### src/rtl/muldiv_pkg.sv
// Shared encodings, FSM states and constants for the iterative HI/LO multiply/divide unit.
package muldiv_pkg;

    typedef enum logic [1:0] {
        OpMultu = 2'b00,
        OpMult  = 2'b01,
        OpDivu  = 2'b10,
        OpDiv   = 2'b11
    } op_e;

    typedef enum logic [1:0] {
        StIdle = 2'b00,
        StRun  = 2'b01,
        StDone = 2'b10
    } state_e;

    localparam int unsigned ITER_N  = 32;
    localparam int unsigned EARLY_N = 16;
    localparam logic [31:0] DIV0_LO = 32'hFFFF_FFFF;

    // Magnitude of a signed operand; unsigned ops pass through untouched.
    function automatic logic [31:0] abs32(input logic [31:0] v, input logic is_signed);
        return (is_signed && v[31]) ? (~v + 32'd1) : v;
    endfunction

endpackage

### src/rtl/muldiv_if.sv
// Pipeline-facing signal bundle of the mul/div unit; master is the EX stage, slave the unit.
interface muldiv_if;
    logic        start;
    logic [1:0]  op;
    logic [31:0] opA;
    logic [31:0] opB;
    logic        flush;
    logic        mf_req;
    logic        mf_sel;
    logic        stall;
    logic        busy;
    logic        done;
    logic [31:0] hi;
    logic [31:0] lo;
    logic [31:0] mf_data;

    modport master (
        output start, op, opA, opB, flush, mf_req, mf_sel,
        input  stall, busy, done, hi, lo, mf_data
    );

    modport slave (
        input  start, op, opA, opB, flush, mf_req, mf_sel,
        output stall, busy, done, hi, lo, mf_data
    );
endinterface

### src/rtl/muldiv_step.sv
// One combinational radix-2 iteration: shift-add multiply or restoring divide on {hi, lo}.
module muldiv_step (
    input  logic        i_is_div,
    input  logic [31:0] i_hi,
    input  logic [31:0] i_lo,
    input  logic [31:0] i_opnd,
    output logic [31:0] o_hi,
    output logic [31:0] o_lo
);
    logic [32:0] w_sum;
    logic [32:0] w_shift;
    logic [32:0] w_diff;

    always_comb begin
        w_sum   = {1'b0, i_hi} + (i_lo[0] ? {1'b0, i_opnd} : 33'd0);
        w_shift = {i_hi, i_lo[31]};
        w_diff  = w_shift - {1'b0, i_opnd};
        o_hi    = w_sum[32:1];
        o_lo    = {w_sum[0], i_lo[31:1]};
        if (i_is_div) begin
            // Borrow out of bit 32 means the partial remainder is smaller than the divisor.
            if (!w_diff[32]) begin
                o_hi = w_diff[31:0];
                o_lo = {i_lo[30:0], 1'b1};
            end else begin
                o_hi = w_shift[31:0];
                o_lo = {i_lo[30:0], 1'b0};
            end
        end
    end
endmodule

### src/rtl/muldiv_ctrl.sv
// Multi-cycle MIPS HI/LO multiply/divide controller with pipeline stall and flush.
// Optional build macro MULDIV_EARLY_OUT_EN: multiplies with |opB| < 2^16 finish after 16 steps.
module muldiv_ctrl
    import muldiv_pkg::*;
(
    input logic     clk,
    input logic     rst,
    muldiv_if.slave bus
);
    state_e      r_state;
    state_e      w_state_nxt;
    logic [5:0]  r_cnt;
    logic        r_is_div;
    logic        r_neg_main;
    logic        r_neg_rem;
    logic        r_div0;
    logic [31:0] r_opnd;
    logic [31:0] r_acc_hi;
    logic [31:0] r_acc_lo;
    logic [31:0] r_hi;
    logic [31:0] r_lo;
`ifdef MULDIV_EARLY_OUT_EN
    logic        r_early;
`endif

    op_e         w_op;
    logic        w_signed;
    logic        w_is_div;
    logic        w_accept;
    logic        w_last;
    logic [31:0] w_mag_a;
    logic [31:0] w_mag_b;
    logic [31:0] w_step_hi;
    logic [31:0] w_step_lo;
    logic [63:0] w_prod;
    logic [31:0] w_quo;
    logic [31:0] w_rem;
    logic [31:0] w_res_hi;
    logic [31:0] w_res_lo;

    assign w_op     = op_e'(bus.op);
    assign w_signed = (w_op == OpMult) || (w_op == OpDiv);
    assign w_is_div = (w_op == OpDivu) || (w_op == OpDiv);
    assign w_mag_a  = abs32(bus.opA, w_signed);
    assign w_mag_b  = abs32(bus.opB, w_signed);
    assign w_accept = (r_state == StIdle) && bus.start && !bus.flush;

`ifdef MULDIV_EARLY_OUT_EN
    assign w_last = (r_cnt == 6'(ITER_N - 1)) || (r_early && (r_cnt == 6'(EARLY_N - 1)));
`else
    assign w_last = (r_cnt == 6'(ITER_N - 1));
`endif

    muldiv_step u_step (
        .i_is_div (r_is_div),
        .i_hi     (r_acc_hi),
        .i_lo     (r_acc_lo),
        .i_opnd   (r_opnd),
        .o_hi     (w_step_hi),
        .o_lo     (w_step_lo)
    );

    always_ff @(posedge clk) begin
        if (rst) begin
            r_state <= StIdle;
        end else begin
            r_state <= w_state_nxt;
        end
    end

    always_comb begin
        w_state_nxt = r_state;
        bus.busy    = (r_state != StIdle);
        bus.stall   = (r_state != StIdle) && (bus.start || bus.mf_req) && !bus.flush;
        bus.done    = 1'b0;
        unique case (r_state)
            StIdle: begin
                if (w_accept) begin
                    w_state_nxt = StRun;
                end
            end
            StRun: begin
                if (bus.flush) begin
                    w_state_nxt = StIdle;
                end else if (w_last) begin
                    w_state_nxt = StDone;
                end
            end
            StDone: begin
                w_state_nxt = StIdle;
                bus.done    = !bus.flush;
            end
            default: w_state_nxt = StIdle;
        endcase
    end

    // Sign correction applied to the unsigned iteration result in the DONE cycle.
    always_comb begin
        w_prod = {r_acc_hi, r_acc_lo};
`ifdef MULDIV_EARLY_OUT_EN
        if (r_early) begin
            w_prod = {16'h0000, r_acc_hi, r_acc_lo[31:16]};
        end
`endif
        if (r_neg_main) begin
            w_prod = ~w_prod + 64'd1;
        end
        w_quo = r_neg_main ? (~r_acc_lo + 32'd1) : r_acc_lo;
        w_rem = r_neg_rem ? (~r_acc_hi + 32'd1) : r_acc_hi;
        if (r_div0) begin
            w_quo = DIV0_LO;
        end
        if (r_is_div) begin
            w_res_hi = w_rem;
            w_res_lo = w_quo;
        end else begin
            w_res_hi = w_prod[63:32];
            w_res_lo = w_prod[31:0];
        end
    end

    always_ff @(posedge clk) begin
        if (rst) begin
            r_cnt      <= '0;
            r_is_div   <= 1'b0;
            r_neg_main <= 1'b0;
            r_neg_rem  <= 1'b0;
            r_div0     <= 1'b0;
            r_opnd     <= '0;
            r_acc_hi   <= '0;
            r_acc_lo   <= '0;
            r_hi       <= '0;
            r_lo       <= '0;
`ifdef MULDIV_EARLY_OUT_EN
            r_early    <= 1'b0;
`endif
        end else begin
            if (w_accept) begin
                r_cnt      <= '0;
                r_is_div   <= w_is_div;
                r_neg_main <= w_signed && (bus.opA[31] ^ bus.opB[31]);
                r_neg_rem  <= w_signed && bus.opA[31];
                r_div0     <= w_is_div && (bus.opB == 32'd0);
                r_opnd     <= w_is_div ? w_mag_b : w_mag_a;
                r_acc_hi   <= '0;
                r_acc_lo   <= w_is_div ? w_mag_a : w_mag_b;
`ifdef MULDIV_EARLY_OUT_EN
                r_early    <= !w_is_div && (w_mag_b[31:16] == 16'h0000);
`endif
            end
            if ((r_state == StRun) && !bus.flush) begin
                r_acc_hi <= w_step_hi;
                r_acc_lo <= w_step_lo;
                r_cnt    <= r_cnt + 6'd1;
            end
            if ((r_state == StDone) && !bus.flush) begin
                r_hi <= w_res_hi;
                r_lo <= w_res_lo;
            end
        end
    end

    assign bus.hi      = r_hi;
    assign bus.lo      = r_lo;
    assign bus.mf_data = bus.mf_sel ? r_lo : r_hi;

endmodule

### src/flat_wrapper.sv
// flat-port wrapper written by rule: the top's interface ports become plain ports
module muldiv_ctrl_flat import muldiv_pkg::*;
  (clk, rst, bus_start, bus_op, bus_opA, bus_opB, bus_flush, bus_mf_req, bus_mf_sel, bus_stall, bus_busy, bus_done, bus_hi, bus_lo, bus_mf_data);
  muldiv_if bus_i ();
  input logic clk;
  input logic rst;
  input wire logic [$bits(bus_i.start)-1:0] bus_start;
  input wire logic [$bits(bus_i.op)-1:0] bus_op;
  input wire logic [$bits(bus_i.opA)-1:0] bus_opA;
  input wire logic [$bits(bus_i.opB)-1:0] bus_opB;
  input wire logic [$bits(bus_i.flush)-1:0] bus_flush;
  input wire logic [$bits(bus_i.mf_req)-1:0] bus_mf_req;
  input wire logic [$bits(bus_i.mf_sel)-1:0] bus_mf_sel;
  output wire logic [$bits(bus_i.stall)-1:0] bus_stall;
  output wire logic [$bits(bus_i.busy)-1:0] bus_busy;
  output wire logic [$bits(bus_i.done)-1:0] bus_done;
  output wire logic [$bits(bus_i.hi)-1:0] bus_hi;
  output wire logic [$bits(bus_i.lo)-1:0] bus_lo;
  output wire logic [$bits(bus_i.mf_data)-1:0] bus_mf_data;
  assign bus_i.start = bus_start;
  assign bus_i.op = bus_op;
  assign bus_i.opA = bus_opA;
  assign bus_i.opB = bus_opB;
  assign bus_i.flush = bus_flush;
  assign bus_i.mf_req = bus_mf_req;
  assign bus_i.mf_sel = bus_mf_sel;
  assign bus_stall = bus_i.stall;
  assign bus_busy = bus_i.busy;
  assign bus_done = bus_i.done;
  assign bus_hi = bus_i.hi;
  assign bus_lo = bus_i.lo;
  assign bus_mf_data = bus_i.mf_data;
  muldiv_ctrl u_core (.clk(clk), .rst(rst), .bus(bus_i));
endmodule
### config.mk
export PLATFORM = sky130hd
export DESIGN_NAME = muldiv_ctrl_flat
export DESIGN_NICKNAME = d
export VERILOG_FILES = /design/src/rtl/muldiv_pkg.sv /design/src/rtl/muldiv_if.sv /design/src/rtl/muldiv_step.sv /design/src/rtl/muldiv_ctrl.sv /design/src/flat_wrapper.sv
export SDC_FILE = /design/constraint.sdc
export NUM_CORES = 1
export LEC_CHECK = 0
export ABC_AREA = 1
export CAP_MARGIN = 20
export CELL_PAD_IN_SITES_DETAIL_PLACEMENT = 1
export CELL_PAD_IN_SITES_GLOBAL_PLACEMENT = 2
export CORE_UTILIZATION = 33
export CTS_CLUSTER_SIZE = 40
export DETAILED_ROUTE_END_ITERATION = 12
export PLACE_DENSITY = 0.95
export SETUP_SLACK_MARGIN = 0.3
export SYNTH_ARGS = -nofsm -noshare
export SYNTH_HDL_FRONTEND = slang
export SYNTH_SLANG_ARGS = --single-unit
export TNS_END_PERCENT = 50
### constraint.sdc
create_clock -name clk -period 5.16 [get_ports clk]
set_input_delay 1.032 -clock clk [delete_from_list [all_inputs] [get_ports clk]]
set_output_delay 1.032 -clock clk [all_outputs]
set_load 0.005 [all_outputs]
**Word level (Yosys, flattened, before mapping)**

Index checks and enable logic that the tools add are counted.

- Bits in registers: 172
- Input port bits: 72
- Output and inout bits: 99
- Logic and storage cells: 79

- Add/subtract/negate cells: 8
- Equality and inequality tests: 8
- Mux-type cells: 27
- Bitwise operators: 6
- Reductions and logical operators: 19

Operators with widths:

| kind | number |
|---|---|
| $mux W32 | 18 |
| $add A32 B1 Y32 const B | 4 |
| $not A32 Y32 | 4 |
| $add A64 B1 Y64 const B | 1 |
| $mux W64 | 1 |
| $not A64 Y64 | 1 |
| $add A32 B33 Y33 | 1 |
| $sub A33 B32 Y33 | 1 |
| $logic_not A32 Y1 | 1 |
| $mux W6 | 2 |
| $logic_and A1 B1 Y1 | 10 |
| $add A6 B1 Y6 const B | 1 |
| $eq A2 B2 Y1 const B | 3 |
| $eq A6 B5 Y1 const B | 1 |
| $mux W2 | 3 |
| $eq A2 B1 Y1 const B | 2 |
| $pmux W2 S2 | 1 |
| $reduce_bool A2 Y1 | 2 |
| $logic_or A1 B1 Y1 | 3 |
| $ne A3 B2 Y1 const B | 1 |
| $logic_not A2 Y1 | 1 |
| $mux W1 | 2 |
| $ne A2 B1 Y1 const B | 1 |
| $reduce_and A2 Y1 | 1 |
| other kinds (2) | 2 |

**Depth between registers and ports, before layout**

- Word-level depth: 7
- Mapped depth: 20
- Gate-level depth less buffers: 19

**Hierarchy**

A second synthesis with hierarchy kept.

- Cells, all modules: 3,375
- Area total of the unflattened synthesis: 18,366.4 um^2

Modules (own cells, without submodules):

| module | times used | cells each | area an instance (um^2) | seq. area each (um^2) |
|---|---|---|---|---|
| muldiv_ctrl | 1 | 2,072 | 12,107.9 | 3,443.3 |
| muldiv_step | 1 | 1,303 | 6,258.5 | 0.0 |

**Least setup slack after synthesis**

Ideal clock, no wire load.

- Path type: input-to-output
- Start point: input port bus_mf_sel
- End point: output port bus_mf_data[15]
- Arrival: 1.994 ns
- Data required time: 4.128 ns
- Setup slack: 2.134 ns
- Stages on the path: 3
- Path buffers: 2
- Path through: clkbuf_1 -> clkbuf_1 -> mux2_2

- Cells in the longest elaborated chain, start to end: 1

Ends and longest elaborated chain:

| what | line | text |
|---|---|---|
| start, declared | flat_wrapper.sv:13 | `input wire logic [$bits(bus_i.mf_sel)-1:0] bus_mf_sel;` |
| $mux W32 | muldiv_ctrl.sv:165 | `assign bus.mf_data = bus.mf_sel ? r_lo : r_hi;` |
| end, declared | flat_wrapper.sv:19 | `output wire logic [$bits(bus_i.mf_data)-1:0] bus_mf_data;` |

No other way between the ends.

**Final worst setup path**

- Start point: register u_core.r_acc_lo[0]
- End point: register u_core.r_acc_hi[29]

- Cells in the longest elaborated chain, start to end: 4

Ends and longest elaborated chain:

| what | line | text |
|---|---|---|
| start, declared | muldiv_ctrl.sv:19 | `logic [31:0] r_acc_lo;` |
| start signal, assigned | muldiv_ctrl.sv:146 | `r_acc_lo <= w_is_div ? w_mag_a : w_mag_b;` |
| start signal, assigned | muldiv_ctrl.sv:153 | `r_acc_lo <= w_step_lo;` |
| $mux W32 | muldiv_step.sv:15 | `w_sum = {1'b0, i_hi} + (i_lo[0] ? {1'b0, i_opnd} : 33'd0);` |
| $add A32 B33 Y33 | muldiv_step.sv:15 |  |
| $mux W32 | muldiv_step.sv:20 | `if (i_is_div) begin` |
| $mux W32 | muldiv_ctrl.sv:151 | `if ((r_state == StRun) && !bus.flush) begin` |
| end signal, assigned | muldiv_ctrl.sv:152 | `r_acc_hi <= w_step_hi;` |
| end, declared | muldiv_ctrl.sv:18 | `logic [31:0] r_acc_hi;` |

No other way between the ends.
A chain may end at the register's enable or synchronous reset.

==> flow_summary.yaml <==
cells_and_area:
  diodes: 0
  final_nets: 3353
  multi_input_area_mm2: 0.0115
  drive_gt1_frac: 0.0407
  regArea_mm2: 0.00345
  area_growth_pct: 16.9
  nFillCells: 7123
  fin_cells: 3901
  stdcell_area_mm2: 0.0203
clocking:
  holdBufCountCts: 0
  ctsRootBufferMaster: "clkbuf_16"
  tritoncts: "yes"
  clk_latency_ns: 0.51
  clk_pin_slew_ns: 0.07
  cts.sinks: 172
  cts-resized-gates: 0
  cts_setup_buffers: 0
  clk_path_buf_depth: 2
  cts_inserted_buffers: 17
  cts_max_level: 4
timing:
  min_period_ns: 3.72
  rsz0062_at_grt: "no"
  clock.fmax_ghz: 0.269
  tns_ns: 0
  finalHoldViolations: 0
  worstMarginPinSlew_ns: 1.05
  slew_headroom: 0.298
  finalCritPeriodShare: 0.721
  final-max-slew-violation-count: 0
  clock-skew-final_ns: 0.0153
  whs_ns: 0.486
  setup_viol: 0
synthesis:
  async_reset_ff_frac: 0
  synth_cell_types: 53
  synthesis.instances: 3098
  avgSynthCellArea_um2: 5.61
  netlist_area_mm2: 0.0174
  ys_seq_area_frac: 0.198
  synth_edf_count: 0
  syn_nets: 3241
  ys_ff_latch: 172
  synth_warnings: 0
  ys.flop_type: "dfxtp_1"
routing:
  vias: 21139
  postRouteAntennaNets: 0
  dr.pass1.iters: 5
  drt-total-wl_um: 89000
  wl_per_cell_um: 22.8
  drc: 0
  drt_iter0_drc: 1622
  avgViaCountPerCell: 5.42
die:
  die_w_um: 231
  row_count: 83
  core_mm2: 0.0517
  ios: 171
  die-area_mm2: 0.0536
  start_util: 0.336
  die_y_um: 231
place:
  dp_hpwl_um: 72900
  dpl_cell_area_mm2: 0.0197
  routabilityCongestion: 0.990
  io_buffers: 170
  placed_cells: 3871
critical_path:
  crit_fanout: 18
  start_kind: "flop"
  cp_slowest_cell: "dfxtp_1"
  crit_chain: "buf_4, nand2_1, inv_1, ha_1, nand2_1, nor2_1, nand2_1, o21ai_0, nand2_1, nand3_1, nand3_1, nand3_1, a21oi_1"
  worstPathArrival_ns: 4.06
  crit_path_max_incr_delay_ns: 0.95
  path_depth: 13
  path_buf_inv: 2
  path_class: "flop to flop"
  timing.critical_path.max_delay_family: "simple AND/OR/NAND/NOR gates"
  worst_setup_path_end_kind: "flop"
  cp_common_cell: "nand2_1"
  worstPathRequired_ns: 5.50
  rr_worst_depth: 13
worst_hold_path:
  whs_path_depth: 2
  worstHoldPathType: "flop to flop"
job:
  drv_cap: 0
pwr:
  p_leak_nw: 9.99
  p_per_area_mw_per_mm2: 215
  ir_worst_vdd_v: 0.000255
run_status:
  outcome: "complete, no violations"
global_routing:
  grt_pass1_wl_um: 132000
  grt_pass1_vias: 21117
  overflow: 0
  grt_max_degree: 72
  grt_use_total: 0.330
  antenna_found_initial: 2
==> worst min-delay path, delay by kind of cell, from the launching register on <==
kind            cells  cell delay (ns)
simple gates        1             0.06
compound gates      1             0.06
flops               1             0.31
==> Yosys cell counts, types with 9 or more instances <==
| cell type | n | share of area |
|---|---|---|
| nand2_1 | 935 | 0.20 |
| inv_1 | 521 | 0.11 |
| nor2_1 | 285 | 0.062 |
| nand3_1 | 223 | 0.064 |
| o21ai_0 | 201 | 0.058 |
| a21oi_1 | 184 | 0.053 |
| dfxtp_1 | 172 | 0.20 |
| xor2_1 | 90 | 0.045 |
| clkbuf_1 | 85 | 0.018 |
| ha_1 | 69 | 0.050 |
| nor3_1 | 36 | 0.010 |
| o211ai_1 | 32 | 0.014 |
| nand4_1 | 22 | 0.0079 |
| xnor2_1 | 19 | 0.0096 |
| o221ai_1 | 18 | 0.0091 |
| o22ai_1 | 15 | 0.0054 |
| a31oi_1 | 14 | 0.0050 |
| buf_1 | 14 | 0.0030 |
| o2111ai_1 | 14 | 0.0071 |
| nand3b_1 | 10 | 0.0043 |
| buf_2 | 9 | 0.0026 |
| mux2_2 | 9 | 0.0058 |
| nor4_1 | 9 | 0.0032 |
| o21ai_1 | 9 | 0.0026 |
==> sequential cells by signal (all words and copies together), names as in the netlist <==
signal and cells:
u_core.r_state 2, u_core.r_acc_lo 32, u_core.r_acc_hi 32, u_core.r_div0 1, u_core.bus.hi 32, u_core.r_neg_rem 1, u_core.r_opnd 32, u_core.bus.lo 32
u_core.r_is_div 1, u_core.r_cnt 6, u_core.r_neg_main 1
==> final timing paths <==
kind,to,startpoint,slack [ns]
setup reg to reg,u_core.r_acc_hi[29]$_SDFFE_PP0P_,u_core.r_acc_lo[0]$_SDFFE_PP0P_,1.44
hold reg to reg,u_core.r_cnt[4]$_SDFFE_PP0P_,u_core.r_cnt[4]$_SDFFE_PP0P_,0.49
hold / removal,u_core.r_cnt[4]$_SDFFE_PP0P_,u_core.r_cnt[4]$_SDFFE_PP0P_,0.49
setup / recovery,u_core.r_acc_hi[29]$_SDFFE_PP0P_,u_core.r_acc_lo[0]$_SDFFE_PP0P_,1.44
==> layout by cell type (no fill, tap or decap), types with 7 or more instances in the layout <==
cell type and instances:
nand3_1 223, ha_1 69, o22ai_1 15, o221ai_1 18, clkbuf_16 17, nor2_1 283, and2_1 7, inv_1 519
a221oi_1 7, xnor2_1 19, buf_4 35, nor3_1 35, or2_2 8, nor4_1 9, inv_2 9, nand2_2 8
xor2_1 90, o21ai_0 201, o2111ai_1 14, nand3b_1 10, o21bai_1 8, mux2_2 9, o21ai_1 9, a31oi_1 14
dfxtp_1 170, o211ai_1 32, a21oi_1 184, nand4_1 22, clkdlybuf4s50_1 168, nand2_1 935
==> report_power, final <==
part | switching, W | internal, W | total (W)
registers | 0.0000655 | 0.00136 | 0.00143
clock network | 0.000661 | 0.000671 | 0.00133
logic | 0.00116 | 0.000452 | 0.00161
total | 0.00189 | 0.00249 | 0.00438
==> kinds of logic (layout without fill, tap and decap cells) <==
kind of cell               after synthesis  count (layout)  share of synthesized area
and+or+nand+nor                       1564            1564                      0.374
buffers and inverters                  645             768                      0.142
AOI/OAI and AO/OA                      528             528                      0.173
DFF                                    172             172                      0.198
xor gates and xnor gates               109             109                     0.0549
adders and majority gates               71              71                     0.0520
muxes                                    9               9                    0.00583
==> area by class of cell <==
class | count | area share
tap | 680 | 0.0419
inverter | 532 | 0.0983
sequential | 172 | 0.170
timing repair buffer | 206 | 0.0972
clock buffer | 17 | 0.0209
clock inverter | 13 | 0.00678
multi-input combinational | 2281 | 0.565
==> through the flow <==
step	setup slack [ns]	total power, W	util
5_1_grt	1.25	0.00458	0.393
3_5_place_dp	1.17	0.00303	0.382
4_1_cts	1.45	0.00436	0.393
6_report	1.44	0.00438	0.393
2_1_floorplan	2.13	0.00243	-
3_3_place_gp	1.23	0.00301	0.382
==> metal layers <==
layer	wire (um)	vias up	GRT usage
met1	41100	10329	0.439
met4	3410	4	0.129
met5	27	-	0
li1	-	10066	-
met3	4170	134	0.0429
met2	40300	606	0.537
No activity file was read; power rests on OpenSTA's default activity.
